--- config.mk ---
export PLATFORM = sky130hd
export DESIGN_NAME = draw_bg_rom_reader_flat
export DESIGN_NICKNAME = d
export VERILOG_FILES = /design/src/rtl/draw_bg_rom_reader_if.sv /design/src/rtl/draw_bg_rom_reader.sv /design/src/flat_wrapper.sv
export SDC_FILE = /design/constraint.sdc
export NUM_CORES = 1
export LEC_CHECK = 0
export ABC_AREA = 1
export BUFFER_PORTS_ARGS = -buffer_cell sky130_fd_sc_hd__buf_2
export CAP_MARGIN = 20
export CELL_PAD_IN_SITES_DETAIL_PLACEMENT = 0
export CELL_PAD_IN_SITES_GLOBAL_PLACEMENT = 2
export CORE_ASPECT_RATIO = 2
export CORE_MARGIN = 1
export CORE_UTILIZATION = 30
export CTS_BUF_LIST = sky130_fd_sc_hd__clkbuf_4 sky130_fd_sc_hd__clkbuf_8
export CTS_CLUSTER_SIZE = 24
export DETAILED_ROUTE_END_ITERATION = 10
export GPL_TIMING_DRIVEN = 0
export PLACE_DENSITY = 0.79
export SYNTH_ARGS = -nofsm -noshare
export SYNTH_HDL_FRONTEND = slang
export SYNTH_SLANG_ARGS = --single-unit
export TNS_END_PERCENT = 1
--- constraint.sdc ---
create_clock -name clk -period 1.9 [get_ports clk]
set_clock_uncertainty 0.1 [all_clocks]
set_input_delay 0.19 -clock clk [delete_from_list [all_inputs] [get_ports clk]]
set_output_delay 0.19 -clock clk [all_outputs]
set_load 0.01 [all_outputs]
--- src/rtl/draw_bg_rom_reader_if.sv ---
//------------------------------------------------------------------------------
// draw_bg_rom_reader_if : VGA timing in/out, pixel colour and image ROM port
// Rev 1.0
//------------------------------------------------------------------------------
`default_nettype none

interface draw_bg_rom_reader_if #(
  parameter int ADDR_W = 20
);
  logic [10:0]       hcount_in;
  logic [10:0]       vcount_in;
  logic              hsync_in;
  logic              vsync_in;
  logic              hblnk_in;
  logic              vblnk_in;
  logic [11:0]       rgb_in;
  logic              scroll_en;
  logic [ADDR_W-1:0] rom_addr;
  logic [11:0]       rom_rgb;
  logic [10:0]       hcount_out;
  logic [10:0]       vcount_out;
  logic              hsync_out;
  logic              vsync_out;
  logic              hblnk_out;
  logic              vblnk_out;
  logic [11:0]       rgb_out;

  modport master (
    output hcount_in, vcount_in, hsync_in, vsync_in, hblnk_in, vblnk_in,
    output rgb_in, scroll_en, rom_rgb,
    input  rom_addr, hcount_out, vcount_out, hsync_out, vsync_out,
    input  hblnk_out, vblnk_out, rgb_out
  );

  modport slave (
    input  hcount_in, vcount_in, hsync_in, vsync_in, hblnk_in, vblnk_in,
    input  rgb_in, scroll_en, rom_rgb,
    output rom_addr, hcount_out, vcount_out, hsync_out, vsync_out,
    output hblnk_out, vblnk_out, rgb_out
  );
endinterface

`default_nettype wire

--- src/rtl/draw_bg_rom_reader.sv ---
//------------------------------------------------------------------------------
// draw_bg_rom_reader : scrolled background ROM lookup with colour key, 3-cycle pipe
// Rev 1.0
//------------------------------------------------------------------------------
`default_nettype none

module draw_bg_rom_reader #(
  parameter int          IMG_W       = 1024,
  parameter int          IMG_H       = 768,
  parameter int          ADDR_W      = 20,
  parameter int          SCROLL_STEP = 1,
  parameter logic [11:0] KEY_COLOR   = 12'hF0F
) (
  input  wire logic          clk,
  input  wire logic          rst_n,
  draw_bg_rom_reader_if.slave bus
);

  localparam int SW = $clog2(IMG_W);
  localparam int XW = SW + 1;

  typedef struct packed {
    logic [10:0] hc;
    logic [10:0] vc;
    logic        hs;
    logic        vs;
    logic        hb;
    logic        vb;
  } timing_t;

  timing_t           tm_in, tm1, tm2, tm3;
  logic              in_win, in_win1, in_win2;
  logic [11:0]       rgb1, rgb2, rgb3;
  logic [ADDR_W-1:0] rom_addr_q, addr_next;
  logic [XW-1:0]     x_sum, x_img;
  logic [SW-1:0]     scroll_x;
  logic [SW:0]       scroll_sum;
  logic [SW-1:0]     scroll_next;
  logic              vblnk_d, vblnk_rise;

  assign tm_in = '{hc: bus.hcount_in, vc: bus.vcount_in, hs: bus.hsync_in,
                   vs: bus.vsync_in, hb: bus.hblnk_in, vb: bus.vblnk_in};

  assign in_win = !bus.hblnk_in && !bus.vblnk_in &&
                  (32'(bus.hcount_in) < IMG_W) && (32'(bus.vcount_in) < IMG_H);

  // hcount fits in XW-1 bits whenever in_win, so one subtract wraps the sum
  assign x_sum     = XW'(bus.hcount_in) + {1'b0, scroll_x};
  assign x_img     = (x_sum >= XW'(IMG_W)) ? x_sum - XW'(IMG_W) : x_sum;
  assign addr_next = ADDR_W'(bus.vcount_in) * ADDR_W'(IMG_W) + ADDR_W'(x_img);

  assign vblnk_rise  = bus.vblnk_in && !vblnk_d;
  assign scroll_sum  = {1'b0, scroll_x} + (SW+1)'(SCROLL_STEP);
  assign scroll_next = (scroll_sum >= (SW+1)'(IMG_W)) ?
                       SW'(scroll_sum - (SW+1)'(IMG_W)) : SW'(scroll_sum);

  // Scroll only moves on the vblank rising edge, so an active frame never tears
  always_ff @(posedge clk or negedge rst_n) begin
    if (!rst_n) begin
      vblnk_d  <= 1'b0;
      scroll_x <= '0;
    end else begin
      vblnk_d <= bus.vblnk_in;
      if (vblnk_rise && bus.scroll_en)
        scroll_x <= scroll_next;
    end
  end

  always_ff @(posedge clk or negedge rst_n) begin
    if (!rst_n) begin
      tm1        <= '0;
      in_win1    <= 1'b0;
      rgb1       <= '0;
      rom_addr_q <= '0;
    end else begin
      tm1     <= tm_in;
      in_win1 <= in_win;
      rgb1    <= bus.rgb_in;
      if (in_win)
        rom_addr_q <= addr_next;
    end
  end

  always_ff @(posedge clk or negedge rst_n) begin
    if (!rst_n) begin
      tm2     <= '0;
      in_win2 <= 1'b0;
      rgb2    <= '0;
    end else begin
      tm2     <= tm1;
      in_win2 <= in_win1;
      rgb2    <= rgb1;
    end
  end

  always_ff @(posedge clk or negedge rst_n) begin
    if (!rst_n) begin
      tm3  <= '0;
      rgb3 <= '0;
    end else begin
      tm3 <= tm2;
      if (tm2.hb || tm2.vb)
        rgb3 <= '0;
      else if (!in_win2 || bus.rom_rgb == KEY_COLOR)
        rgb3 <= rgb2;
      else
        rgb3 <= bus.rom_rgb;
    end
  end

  assign bus.rom_addr   = rom_addr_q;
  assign bus.hcount_out = tm3.hc;
  assign bus.vcount_out = tm3.vc;
  assign bus.hsync_out  = tm3.hs;
  assign bus.vsync_out  = tm3.vs;
  assign bus.hblnk_out  = tm3.hb;
  assign bus.vblnk_out  = tm3.vb;
  assign bus.rgb_out    = rgb3;

endmodule

`default_nettype wire

--- src/flat_wrapper.sv ---
// flat-port wrapper written by rule: the top's interface ports become plain ports
module draw_bg_rom_reader_flat 
#(
  parameter int          IMG_W       = 1024,
  parameter int          IMG_H       = 768,
  parameter int          ADDR_W      = 20,
  parameter int          SCROLL_STEP = 1,
  parameter logic [11:0] KEY_COLOR   = 12'hF0F
)
  (clk, rst_n, bus_hcount_in, bus_vcount_in, bus_hsync_in, bus_vsync_in, bus_hblnk_in, bus_vblnk_in, bus_rgb_in, bus_scroll_en, bus_rom_rgb, bus_rom_addr, bus_hcount_out, bus_vcount_out, bus_hsync_out, bus_vsync_out, bus_hblnk_out, bus_vblnk_out, bus_rgb_out);
  draw_bg_rom_reader_if #(.ADDR_W(ADDR_W)) bus_i ();
  input  wire logic clk;
  input  wire logic rst_n;
  input wire logic [$bits(bus_i.hcount_in)-1:0] bus_hcount_in;
  input wire logic [$bits(bus_i.vcount_in)-1:0] bus_vcount_in;
  input wire logic [$bits(bus_i.hsync_in)-1:0] bus_hsync_in;
  input wire logic [$bits(bus_i.vsync_in)-1:0] bus_vsync_in;
  input wire logic [$bits(bus_i.hblnk_in)-1:0] bus_hblnk_in;
  input wire logic [$bits(bus_i.vblnk_in)-1:0] bus_vblnk_in;
  input wire logic [$bits(bus_i.rgb_in)-1:0] bus_rgb_in;
  input wire logic [$bits(bus_i.scroll_en)-1:0] bus_scroll_en;
  input wire logic [$bits(bus_i.rom_rgb)-1:0] bus_rom_rgb;
  output wire logic [$bits(bus_i.rom_addr)-1:0] bus_rom_addr;
  output wire logic [$bits(bus_i.hcount_out)-1:0] bus_hcount_out;
  output wire logic [$bits(bus_i.vcount_out)-1:0] bus_vcount_out;
  output wire logic [$bits(bus_i.hsync_out)-1:0] bus_hsync_out;
  output wire logic [$bits(bus_i.vsync_out)-1:0] bus_vsync_out;
  output wire logic [$bits(bus_i.hblnk_out)-1:0] bus_hblnk_out;
  output wire logic [$bits(bus_i.vblnk_out)-1:0] bus_vblnk_out;
  output wire logic [$bits(bus_i.rgb_out)-1:0] bus_rgb_out;
  assign bus_i.hcount_in = bus_hcount_in;
  assign bus_i.vcount_in = bus_vcount_in;
  assign bus_i.hsync_in = bus_hsync_in;
  assign bus_i.vsync_in = bus_vsync_in;
  assign bus_i.hblnk_in = bus_hblnk_in;
  assign bus_i.vblnk_in = bus_vblnk_in;
  assign bus_i.rgb_in = bus_rgb_in;
  assign bus_i.scroll_en = bus_scroll_en;
  assign bus_i.rom_rgb = bus_rom_rgb;
  assign bus_rom_addr = bus_i.rom_addr;
  assign bus_hcount_out = bus_i.hcount_out;
  assign bus_vcount_out = bus_i.vcount_out;
  assign bus_hsync_out = bus_i.hsync_out;
  assign bus_vsync_out = bus_i.vsync_out;
  assign bus_hblnk_out = bus_i.hblnk_out;
  assign bus_vblnk_out = bus_i.vblnk_out;
  assign bus_rgb_out = bus_i.rgb_out;
  draw_bg_rom_reader #(.IMG_W(IMG_W), .IMG_H(IMG_H), .ADDR_W(ADDR_W), .SCROLL_STEP(SCROLL_STEP), .KEY_COLOR(KEY_COLOR)) u_core (.clk(clk), .rst_n(rst_n), .bus(bus_i));
endmodule
* After elaboration in Yosys (flattened, before gate mapping)
Cells that the tools add are included.
** Word-level totals
- Bits of input ports :: 53
- Output and inout bits :: 58
- Register bits after elaboration :: 146
- Word-level logic and storage cells :: 50
** Operators by class
- Reductions and logical operators :: 11
- $lt $le $gt $ge :: 4
- $add $sub $neg :: 5
- Equality and inequality tests :: 1
- Multiplexer cells :: 4
** Operator list (number)
- $mux W12 :: 2
- $ge A11 B11 Y1 const B :: 2
- $add A20 B11 Y20 :: 1
- $eq A12 B12 Y1 const B :: 1
- $add A10 B1 Y11 const B :: 1
- $add A11 B10 Y11 :: 1
- $lt A11 B10 Y1 const B :: 1
- $lt A11 B11 Y1 const B :: 1
- $mux W11 :: 1
- $sub A11 B11 Y11 const B :: 1
- $mux W10 :: 1
- $sub A10 B1 Y10 const B :: 1
- $logic_and A1 B1 Y1 :: 5
- $logic_not A1 Y1 :: 4
- $logic_or A1 B1 Y1 :: 2

* Depth between registers and ports, before layout
Gate-level depths: netlist of the first run.
- Depth in word-level cells :: 4
- Gate-level depth with buffers :: 10
- Gate-level depth less buffers :: 10

* Worst setup path before layout of the first run
OpenSTA, ideal clock, no wires.
- Path type :: register to register
- Start :: register u_core.scroll_x[0]
- End :: register u_core.rom_addr_q[6], in the netlist u_core.bus.rom_addr[6]
- Setup time :: 0.117 ns
- Path slack :: 0.218 ns
- Clock period less this slack :: 1.682 ns
- Arrival :: 1.465 ns
- Data required time :: 1.683 ns
- Path buffers :: 0
- Stages on the path, launching flop included :: 9
- Cell sequence :: dfrtp_1 -> ha_1 -> fa_1 -> nand3_1 -> nand2_1 -> nand3_1 -> nand3b_1 -> nand3_1 -> nand2_1
** Between the ends
- Cells in the longest elaborated chain, start to end :: 4
- Elaborated cells between the ends (all ways) :: 5
- Classes of those cells :: 3 x add/sub; 1 x order compare; 1 x mux
** RTL lines
- start: declaration :: line draw_bg_rom_reader.sv:36 : logic [SW-1:0] scroll_x;
- start signal: assignment :: line draw_bg_rom_reader.sv:65 : scroll_x <= scroll_next;
- $add A11 B10 Y11 (*) :: line draw_bg_rom_reader.sv:48 : assign x_sum = XW'(bus.hcount_in) + {1'b0, scroll_x};
- $sub A11 B11 Y11 or $ge A11 B11 Y1 (tied branches) :: line draw_bg_rom_reader.sv:49 : assign x_img = (x_sum >= XW'(IMG_W)) ? x_sum - XW'(IMG_W) : x_sum;
- $mux W11 (*) :: line draw_bg_rom_reader.sv:49
- $add A20 B11 Y20 (*) :: line draw_bg_rom_reader.sv:50 : assign addr_next = ADDR_W'(bus.vcount_in) * ADDR_W'(IMG_W) + ADDR_W'(x_img);
- end signal: assignment :: line draw_bg_rom_reader.sv:80 : rom_addr_q <= addr_next;
- end: declaration :: line draw_bg_rom_reader.sv:34 : logic [ADDR_W-1:0] rom_addr_q, addr_next;
Every way passes the cells marked *; elsewhere a longest branch is shown, timed or not.
A chain may end at the register's enable or synchronous reset.

* Worst setup path after layout of the first run
Ends and elaborated chain as after synthesis.

==> flow_metrics.tcl, run 1 <==
set metrics [dict create \
    postLayoutCellArea_sq_um 6790 \
    yosys.area.top_type "dfrtp_1" \
    ioPinCount 111 \
    critPathArrivalTime_ns 2.01 \
    synth_edf_count 0 \
    core_sq_um 16300 \
    n_fill_cell 1531 \
    leakagePower_uw 0.00333 \
    yosysTopAreaCellShare 0.729 \
    max_cap_viol_count 0 \
    grt_pass1_vias 3488 \
    p_total_uw 7430 \
    syn_area_sq_um 5010 \
    drv_slew 0 \
    power_density_nw_per_um2 1090 \
    reg2reg_to "u_core.bus.rom_addr[6]" \
    cts_max_level 4 \
    rsz0062_at_grt "false" \
    cts-root-buf "clkbuf_8" \
    clk_pin_slew_ns 0.08 \
    critical_path_buf_inv_count 0 \
    final_util 0.417 \
    regArea_sq_um 3650 \
    drive_gt1_frac 0.296 \
    worstSetupPathType "flip-flop to flip-flop" \
    multi_input_area_sq_um 1220 \
    max_stage_delay_ns 0.42 \
    io_buffers 110 \
    start_util 0.308 \
    dr.pass1.iters 4 \
    period_minus_slack_ns 1.77 \
    endpoint "u_core.bus.rom_addr[6]" \
    grt_overflow 0 \
    setup.worst_path.start "u_core.scroll_x[0]" \
    track_usage 0.135 \
    synth_cell_types 31 \
    syn_area_per_cell_sq_um 13.0 \
    clk_latency_ns 0.44 \
    synth_area_leaders "dfrtp_1 (73%), nand2_1 (5.5%), ha_1 (3.2%)" \
    syn_inst 385 \
    area_delta_synth_final_pct 35.5 \
    vdd.ir_drop.worst_v 0.000331 \
    end_kind "flip-flop" \
    dp_hpwl_mm 7.66 \
    cts_made_buffers 17 \
    ys_seq_area_frac 0.729 \
    ff2ff_path_depth 8 \
    synth-seq-cells 146 \
    cts_buffer_depth 2 \
    fin_crit_sh 0.933 \
    die_area_sq_um 17300 \
    timing.rr.start "u_core.scroll_x[0]" \
    min_path_type "input pin to async pin" \
    dieWidth_microns 93.4 \
    viasPerCell 4.19 \
    hold_viol 0 \
    n_antenna_cell 0 \
    path_cells "ha_2 -> fa_1 -> nand3_1 -> nand2_2 -> nand3_1 -> nand3b_1 -> nand3_1 -> nand2_1" \
    placed_area_sq_um 5850 \
    critPathRequiredTime_ns 2.14 \
    async_flop_share 1.00 \
    cts_num_sinks 146 \
    drcViolationCount 0 \
    antenna_found_initial 0 \
    path_depth 8 \
    synth_top_flop_cell "dfrtp_1" \
    worst_slew_pin_slew_ns 0.530 \
    ant_nets 0 \
    nets 635 \
    post_drt_wl_per_cell_microns 13.6 \
    setup_violations 0 \
    drtIter0Drc 114 \
    cp_max_fo 4 \
    critPathLaunchType "flip-flop" \
    syn_nets 452 \
    outcome "completed" \
    max_freq_mhz 564 \
    r2r_slack_ns 0.13 \
    cts_tree "yes" \
    grt_max_degree 93 \
    yosysWarnings 0 \
    vias 3286 \
    cpMostUsedCell "nand3_1" \
    fin_tns_setup_ns 0 \
    critPathSlowestCell "dfrtp_1" \
    num_rows 66 \
    gp_congestion 0.770 \
    grt_pass1_wl_mm 17.4 \
    dieHeight_microns 185 \
    slew_headroom 0.647 \
    path_delay_family "adder cells" \
    wirelength_mm 10.7 \
]
[report_power, final]
group / internal (uW) / switching, uW
registers: 3420 / 185
clock network: 1210 / 1270
logic: 586 / 761
total: 5220 / 2210
[state kept, by name (all words and copies together), names as in the netlist, 11 cells and up]
signal,cells
u_core.rgb2,12
u_core.rgb1,12
u_core.bus.hcount_out,11
u_core.bus.vcount_out,11
u_core.bus.rgb_out,12
u_core.tm2,26
u_core.bus.rom_addr,20
u_core.tm1,25
[kinds of logic after synthesis]
group,share of synthesized area
simple gates,0.140
xor+xnor,0.0280
buf+inv,0.0272
fa+ha+maj,0.0365
flops,0.729
other cells,0.000749
compound gates,0.0357
mux,0.00225
[routing by layer]
layer / up-vias / GRT usage / part of all wire
met5: - / 0 / 0
met4: 0 / 0.0671 / 0.023
met3: 19 / 0.0309 / 0.040
met2: 78 / 0.258 / 0.59
met1: 1592 / 0.133 / 0.35
li1: 1597 / - / -
[cells in the final DEF, fill, tap and decap left out, types with 2 or more instances in the layout]
cell type / count
inv_2: 2
nor2_4: 4
bufinv_16: 2
dlygate4sd3_1: 52
nand3_1: 15
nand3b_1: 2
buf_6: 6
clkinvlp_4: 2
clkinv_2: 2
xor2_1: 7
nand4_1: 3
inv_6: 6
nand2_2: 2
inv_1: 17
buf_2: 109
a21oi_1: 6
inv_8: 2
dfrtp_1: 146
nor2_1: 40
xnor2_1: 9
clkinv_4: 2
clkbuf_8: 17
nand3_2: 5
ha_1: 12
nand2_1: 73
o21ai_0: 22
[synthesized netlist by cell type, types with 2 or more instances]
cell type	count
nor2_1	40
inv_1	17
nor2_4	4
nand4_1	3
nand2_1	74
ha_1	13
dfrtp_1	146
o21ai_0	22
a21oi_1	6
xnor2_1	9
nand3_2	5
xor2_1	7
nand3b_1	2
inv_2	2
nand3_1	15
buf_6	5
[cell type report]
class | count | area share
Sequential cell | 146 | 0.538
Multi-Input combinational cell | 213 | 0.180
Timing Repair Buffer | 164 | 0.164
Tap cell | 204 | 0.0376
Clock buffer | 17 | 0.0345
Clock inverter | 15 | 0.0254
Inverter | 20 | 0.0112
Buffer | 6 | 0.00885
[timing repair]
action	in CTS	in global routing
setup endpoints to repair	1	2
setup buffers	0	1
resized for setup	1	1
endpoints found under the hold margin	111	0
hold buffers	52	0
cloned	0	0
[how the worst min path moves through the flow]
stage                                    end  cells after the start  slack (ns)
floorplan               u_core.bus.hblnk_out                      0       -0.21
global placement               u_core.tm1[3]                      1        0.20
detailed placement  u_core.bus.vcount_out[4]                      1        0.09
CTS                            u_core.tm1[8]                      2        0.17
global route        u_core.bus.vcount_out[2]                      2        0.20
finish                         u_core.tm2[6]                      2        0.17
[through the flow]
stage	hold WS (ns)	cells	worst slack, ns
after floorplan	-0.206	385	0.218
after global placement	0.199	699	-1.41
after detailed placement	0.0890	700	0.0221
after CTS	0.174	784	0.0475
after global routing	0.198	785	0.0116
final	0.171	785	0.127
Note: power is estimated with default switching activity, not from simulation.
==> run 2, diff against run 1 <==
Settings changed: ABC_AREA 1 to 0, PLACE_DENSITY 0.79 to 0.78.
==> run 2 against run 1 <==
The flow now finishes with violations (negative setup slack). First-iteration DRC count grew 23%. Design area decreased by 0.85%. Flip-flop and latch count stayed put. Total power down 2.2%. Via count shrank 1.8%. Die area down 2.2%. Core utilization grew 0.71 points. Cell count is 6.6% lower. Hold slack improved by 0.047 ns. Critical path type is now input pin to flip-flop. Largest power group unchanged.
==> flow_metrics.tcl, run 2 <==
set metrics [dict create \
    ant_nets 0 \
    clk_latency_ns 0.44 \
    grt_pass1_wl_mm 17.9 \
    critPathSlowestCell "dlygate4sd3_1" \
    syn_area_per_cell_sq_um 14.6 \
    syn_inst 335 \
    dieWidth_microns 92.3 \
    outcome "complete, but fails checks" \
    n_antenna_cell 0 \
    drcViolationCount 0 \
    hold_viol 0 \
    layout_commonest_cell "dfrtp_1" \
    critPathLaunchType "input pin" \
    final_util 0.424 \
    r2r_slack_ns -0.19 \
    antenna_found_initial 0 \
    dp_hpwl_mm 7.74 \
    cts-root-buf "clkbuf_8" \
    largest_reg_flops 26 \
    ys_seq_area_frac 0.746 \
    reg2reg_to "u_core.bus.rom_addr[6]" \
    critPathArrivalTime_ns 2.36 \
    yosysWarnings 0 \
    fin_ws_ns -0.233 \
    hold_end "u_core.bus.rgb_out[11]" \
    ioPinCount 111 \
    worstSetupPathType "input pin to flip-flop" \
    leakagePower_uw 0.00325 \
    timing.rr.start "u_core.scroll_x[0]" \
    viasPerCell 4.40 \
    area_delta_synth_final_pct 37.5 \
    critPathRequiredTime_ns 2.13 \
    synthTopCellsByCount "dfrtp_1 (146), nand2_1 (36), nor2_1 (17)" \
    synth_most_common_cell "dfrtp_1" \
    vdd.ir_drop.worst_v 0.000385 \
    whs_path_depth 5 \
    max_freq_mhz 469 \
    drv_slew 0 \
    synth_top_flop_cell "dfrtp_1" \
    synth_cell_types 45 \
    gp_congestion 0.746 \
    drtIter0Drc 140 \
    drive_gt1_frac 0.299 \
    end_kind "flip-flop" \
    n_fill_cell 1537 \
    syn_nets 402 \
    hp-start "bus_rom_rgb[5]" \
    max_stage_delay_ns 0.60 \
    synth_area_leaders "dfrtp_1 (75%), ha_1 (3.3%), nand2_1 (2.8%)" \
    cts_buffer_depth 2 \
    dp_slack_ns -0.322 \
    min_path_type "input pin to flip-flop" \
    final_cells 733 \
    final_cell_mix "dfrtp_1 (146), buf_2 (111), dlygate4sd3_1 (51)" \
    syn_area_sq_um 4900 \
    dp.cells 647 \
    track_usage 0.144 \
    dr.pass1.iters 4 \
    yosysTopAreaCellShare 0.746 \
    cts_num_sinks 146 \
    clk_pin_slew_ns 0.08 \
    path_delay_family "compound AO/OA/AOI/OAI gates" \
    violations "negative setup slack" \
    num_rows 65 \
    rsz0062_at_grt "true" \
    grt_overflow 0 \
    dieHeight_microns 183 \
    start_util 0.309 \
    critical_path_buf_inv_count 2 \
    cts_tree "yes" \
    grt_pass1_vias 3592 \
    wirelength_mm 10.9 \
    slew_headroom 0.503 \
    cp_max_fo 3 \
    async_flop_share 1.00 \
    io_buffers 110 \
    grt_max_degree 82 \
    ff2ff_path_depth 6 \
    synth-seq-cells 146 \
    worst_slew_pin_slew_ns 0.746 \
    post_drt_wl_per_cell_microns 14.9 \
    cts_max_level 4 \
    core_sq_um 15900 \
    synth_edf_count 0 \
    die_area_sq_um 16900 \
    setup_violations 2 \
    path_cells "buf_2 -> dlygate4sd3_1 -> ha_4 -> fa_2 -> a211oi_4 -> o21bai_1 -> a2111o_1 -> o311ai_2" \
    max_cap_viol_count 0 \
    yosys.area.top_type "dfrtp_1" \
    power_density_nw_per_um2 1080 \
    fin_crit_sh 1.12 \
    cts_made_buffers 17 \
    nets 586 \
    period_minus_slack_ns 2.13 \
    vias 3228 \
    regMostFlops "u_core.tm2" \
]
[run 2: changes by cell type after synthesis, sizes merged, moves of 10 or more]
| cell | before | now |
|---|---|---|
| inv | 19 | 6 |
| mux2i | 0 | 10 |
| nand2 | 76 | 36 |
| nand3 | 20 | 7 |
| nor2 | 45 | 17 |
| o21ai | 23 | 12 |
[run 2: cells by family after synthesis]
family	after synthesis	synth area share
simple gates	85	0.0843
compound gates	45	0.0631
fa+ha+maj	14	0.0373
mux	11	0.0227
other cells	1	0.000766
flops	146	0.746
xor+xnor	18	0.0322
buf+inv	15	0.0135
[run 2: worst register-to-register path, stage by stage, from the launching register on]
cell      delay (ns)
dfrtp_1         0.42
ha_4            0.18
fa_2            0.37
a211oi_4        0.27
o21bai_1        0.14
a2111o_1        0.41
o311ai_2        0.11
[run 2: worst max-delay path by stage]
stage	depth (start not counted)	from	slack, ns	to
after floorplan	6	u_core.scroll_x[0]	-0.08	u_core.bus.rom_addr[6]
after global placement	1	rst_n	-1.37	u_core.bus.vcount_out[1]
after detailed placement	8	bus_hcount_in[10]	-0.32	u_core.bus.rom_addr[5]
after CTS	6	u_core.scroll_x[0]	-0.23	u_core.bus.rom_addr[6]
after global routing	6	u_core.scroll_x[0]	-0.26	u_core.bus.rom_addr[6]
final	8	bus_hcount_in[0]	-0.23	u_core.bus.rom_addr[6]
[run 2: metrics by stage]
stage / TNS, ns / area, sq um / hold slack [ns] / total power (uW)
after floorplan: -0.102 / 4910 / -0.206 / 4190
after global placement: -201.79 / 5710 / 0.200 / 4640
after detailed placement: -4.60 / 5740 / 0.184 / 4700
after CTS: -0.234 / 6710 / 0.189 / 7370
after global routing: -0.703 / 6730 / 0.204 / 7690
final: -0.247 / 6730 / 0.218 / 7270
[run 2: power by group]
group / switching [uW] / internal [uW] / leakage (uW) / total [uW]
clock: 1240 / 1210 / 0.000203 / 2450
combinational: 655 / 588 / 0.00128 / 1240
sequential: 174 / 3400 / 0.00176 / 3570
total: 2070 / 5190 / 0.00325 / 7270
[run 2: area by class of cell]
type	instances	area [sq um]	area share
Multi-Input combinational cell	174	1230	0.183
Clock inverter	15	175	0.0260
Inverter	6	22.5	0.00335
Buffer	9	43.8	0.00651
Sequential cell	146	3650	0.543
Clock buffer	17	234	0.0348
Timing Repair Buffer	165	1120	0.166
Tap cell	201	251	0.0374
[run 2: what timing repair did]
action                     CTS  global route
setup buffers                3             0
pin swaps                    5             3
setup endpoints to repair    4            13
hold endpoints to repair   140             0
resized for setup            6             2
hold buffers                51             0
[run 2: metal layers]
layer	global-route usage	routed length, microns	vias up
met4	0.0775	325	0
met3	0.0379	346	24
met5	0	0	-
li1	-	-	1512
met1	0.139	3780	1616
met2	0.270	6480	76
==> run 3, diff against run 2 <==
Settings changed: CELL_PAD_IN_SITES_DETAIL_PLACEMENT 0 to not set, CELL_PAD_IN_SITES_GLOBAL_PLACEMENT 2 to not set, PLACE_DENSITY 0.78 to 0.6.
==> run 3 against run 2 <==
The flow still finishes with violations (negative setup slack). Register-to-register slack improved by 0.06 ns. Non-clock buffer count is 4 higher. Flip-flop and latch count did not move. Sequential power about the same. Total power increased by 0.99%. Sequential share of layout area down 0.34 points. Cell count is 0.41% higher. Fmax grew 5.2%.
==> flow_metrics.tcl, run 3 (synthesis results as in run 2) <==
set metrics [dict create \
    outcome "complete, but fails checks" \
    area_delta_synth_final_pct 38.3 \
    cts_tree "yes" \
    start_util 0.309 \
    largest_reg_flops 26 \
    drcViolationCount 0 \
    cts_buffer_depth 2 \
    core_sq_um 15900 \
    antenna_found_initial 0 \
    dp.cells 647 \
    gp_congestion 0.834 \
    critPathArrivalTime_ns 2.25 \
    cts_num_sinks 146 \
    max_freq_mhz 493 \
    grt_pass1_vias 3600 \
    dieHeight_microns 183 \
    setup_violations 2 \
    dieWidth_microns 92.3 \
    die_area_sq_um 16900 \
    setup.worst_path.start "u_core.scroll_x[0]" \
    grt_pass1_wl_mm 17.8 \
    dr.pass1.iters 4 \
    fin_ws_ns -0.128 \
    hold_viol 0 \
    worst_slew_pin_slew_ns 0.566 \
    cts_max_level 4 \
    dp_slack_ns -0.377 \
    timing.rr.start "u_core.scroll_x[0]" \
    regMostFlops "u_core.tm2" \
    ff2ff_path_depth 6 \
    r2r_slack_ns -0.13 \
    slew_headroom 0.623 \
    power_density_nw_per_um2 1080 \
    wirelength_mm 11.2 \
    period_minus_slack_ns 2.03 \
    cp_max_fo 2 \
    final_cells 736 \
    grt_overflow 0 \
    vias 3264 \
    drv_slew 0 \
    ioPinCount 111 \
    worstSetupPathType "flip-flop to flip-flop" \
    fin_crit_sh 1.07 \
    critPathLaunchType "flip-flop" \
    nets 590 \
    num_rows 65 \
    ant_nets 0 \
    layout_commonest_cell "dfrtp_1" \
    cts-root-buf "clkbuf_8" \
    switching_share 0.276 \
    dp_hpwl_mm 7.51 \
    end_kind "flip-flop" \
    p_switching_uw 2030 \
    p_int_uw 5310 \
    clk_latency_ns 0.43 \
    min_path_type "input pin to async pin" \
    reg2reg_to "u_core.bus.rom_addr[6]" \
    post_drt_wl_per_cell_microns 15.2 \
    pwr-share-seq 0.488 \
    drtIter0Drc 123 \
    critPathRequiredTime_ns 2.13 \
    clk_pin_slew_ns 0.08 \
    vdd.ir_drop.worst_v 0.000421 \
    n_antenna_cell 0 \
    track_usage 0.143 \
    max_cap_viol_count 0 \
    p_comb_frac 0.189 \
    fin_tns_setup_ns -0.171 \
    pwr-share-clk 0.322 \
    drive_gt1_frac 0.308 \
    viasPerCell 4.43 \
    io_buffers 110 \
    rsz0062_at_grt "true" \
    cts_made_buffers 17 \
    final_cell_mix "dfrtp_1 (146), buf_2 (111), dlygate4sd3_1 (52)" \
    leakagePower_uw 0.00325 \
    violations "negative setup slack" \
    grt_max_degree 105 \
]
[run 3: power by group through the flow]
stage,logic [uW],registers [uW],clock network (uW)
floorplan,511,3680,0
global placement,1020,3620,0
detailed placement,1070,3630,0
CTS,1330,3580,2450
global route,1530,3620,2580
finish,1390,3580,2370
[run 3: layout make-up]
class	instances	area, sq um
timing repair buffer	169	1150
buffer	9	43.8
inverter	6	22.5
multi-input combinational	174	1260
clock inverter	12	131
clock buffer	19	262
sequential	146	3650
tap	201	251
fill	1475	9080
[run 3: timing repair]
| action | CTS | global route |
|---|---|---|
| endpoints found under the setup margin | 5 | 13 |
| hold buffers | 52 | 0 |
| hold endpoints to repair | 100 | 0 |
| buffers inserted | 5 | 1 |
| resized for setup | 6 | 7 |
| pin swaps | 6 | 3 |
[run 3: how the worst max path moves through the flow]
stage / endpoint / slack, ns / cells past startpoint
global route: u_core.bus.rom_addr[6] / -0.16 / 6
detailed placement: u_core.bus.rom_addr[6] / -0.38 / 8
global placement: u_core.bus.vcount_out[0] / -1.40 / 1
floorplan: u_core.bus.rom_addr[6] / -0.08 / 6
CTS: u_core.bus.rom_addr[6] / -0.18 / 6
finish: u_core.bus.rom_addr[6] / -0.13 / 6
[run 3: metrics by stage]
stage / total power (uW) / util / hold slack (ns) / cell area [sq um]
6_report: 7340 / 0.427 / 0.129 / 6770
5_1_grt: 7720 / 0.427 / 0.150 / 6770
4_1_cts: 7360 / 0.424 / 0.117 / 6730
3_5_place_dp: 4700 / 0.362 / 0.0314 / 5740
3_3_place_gp: 4640 / 0.360 / 0.199 / 5710
2_1_floorplan: 4190 / - / -0.206 / 4910
[run 3: metal layers]
| layer | GRT usage | vias up | wire [microns] |
|---|---|---|---|
| li1 | - | 1522 | - |
| met3 | 0.0329 | 20 | 406 |
| met4 | 0.0813 | 0 | 336 |
| met1 | 0.142 | 1633 | 4080 |
| met5 | 0 | - | 0 |
| met2 | 0.264 | 89 | 6360 |
[run 3: worst max-delay path, stage by stage, from the launching register on]
cell      delay, ns
dfrtp_1        0.41
ha_4           0.18
fa_2           0.37
a211oi_4       0.26
o21bai_1       0.13
a2111o_1       0.38
o311ai_1       0.09
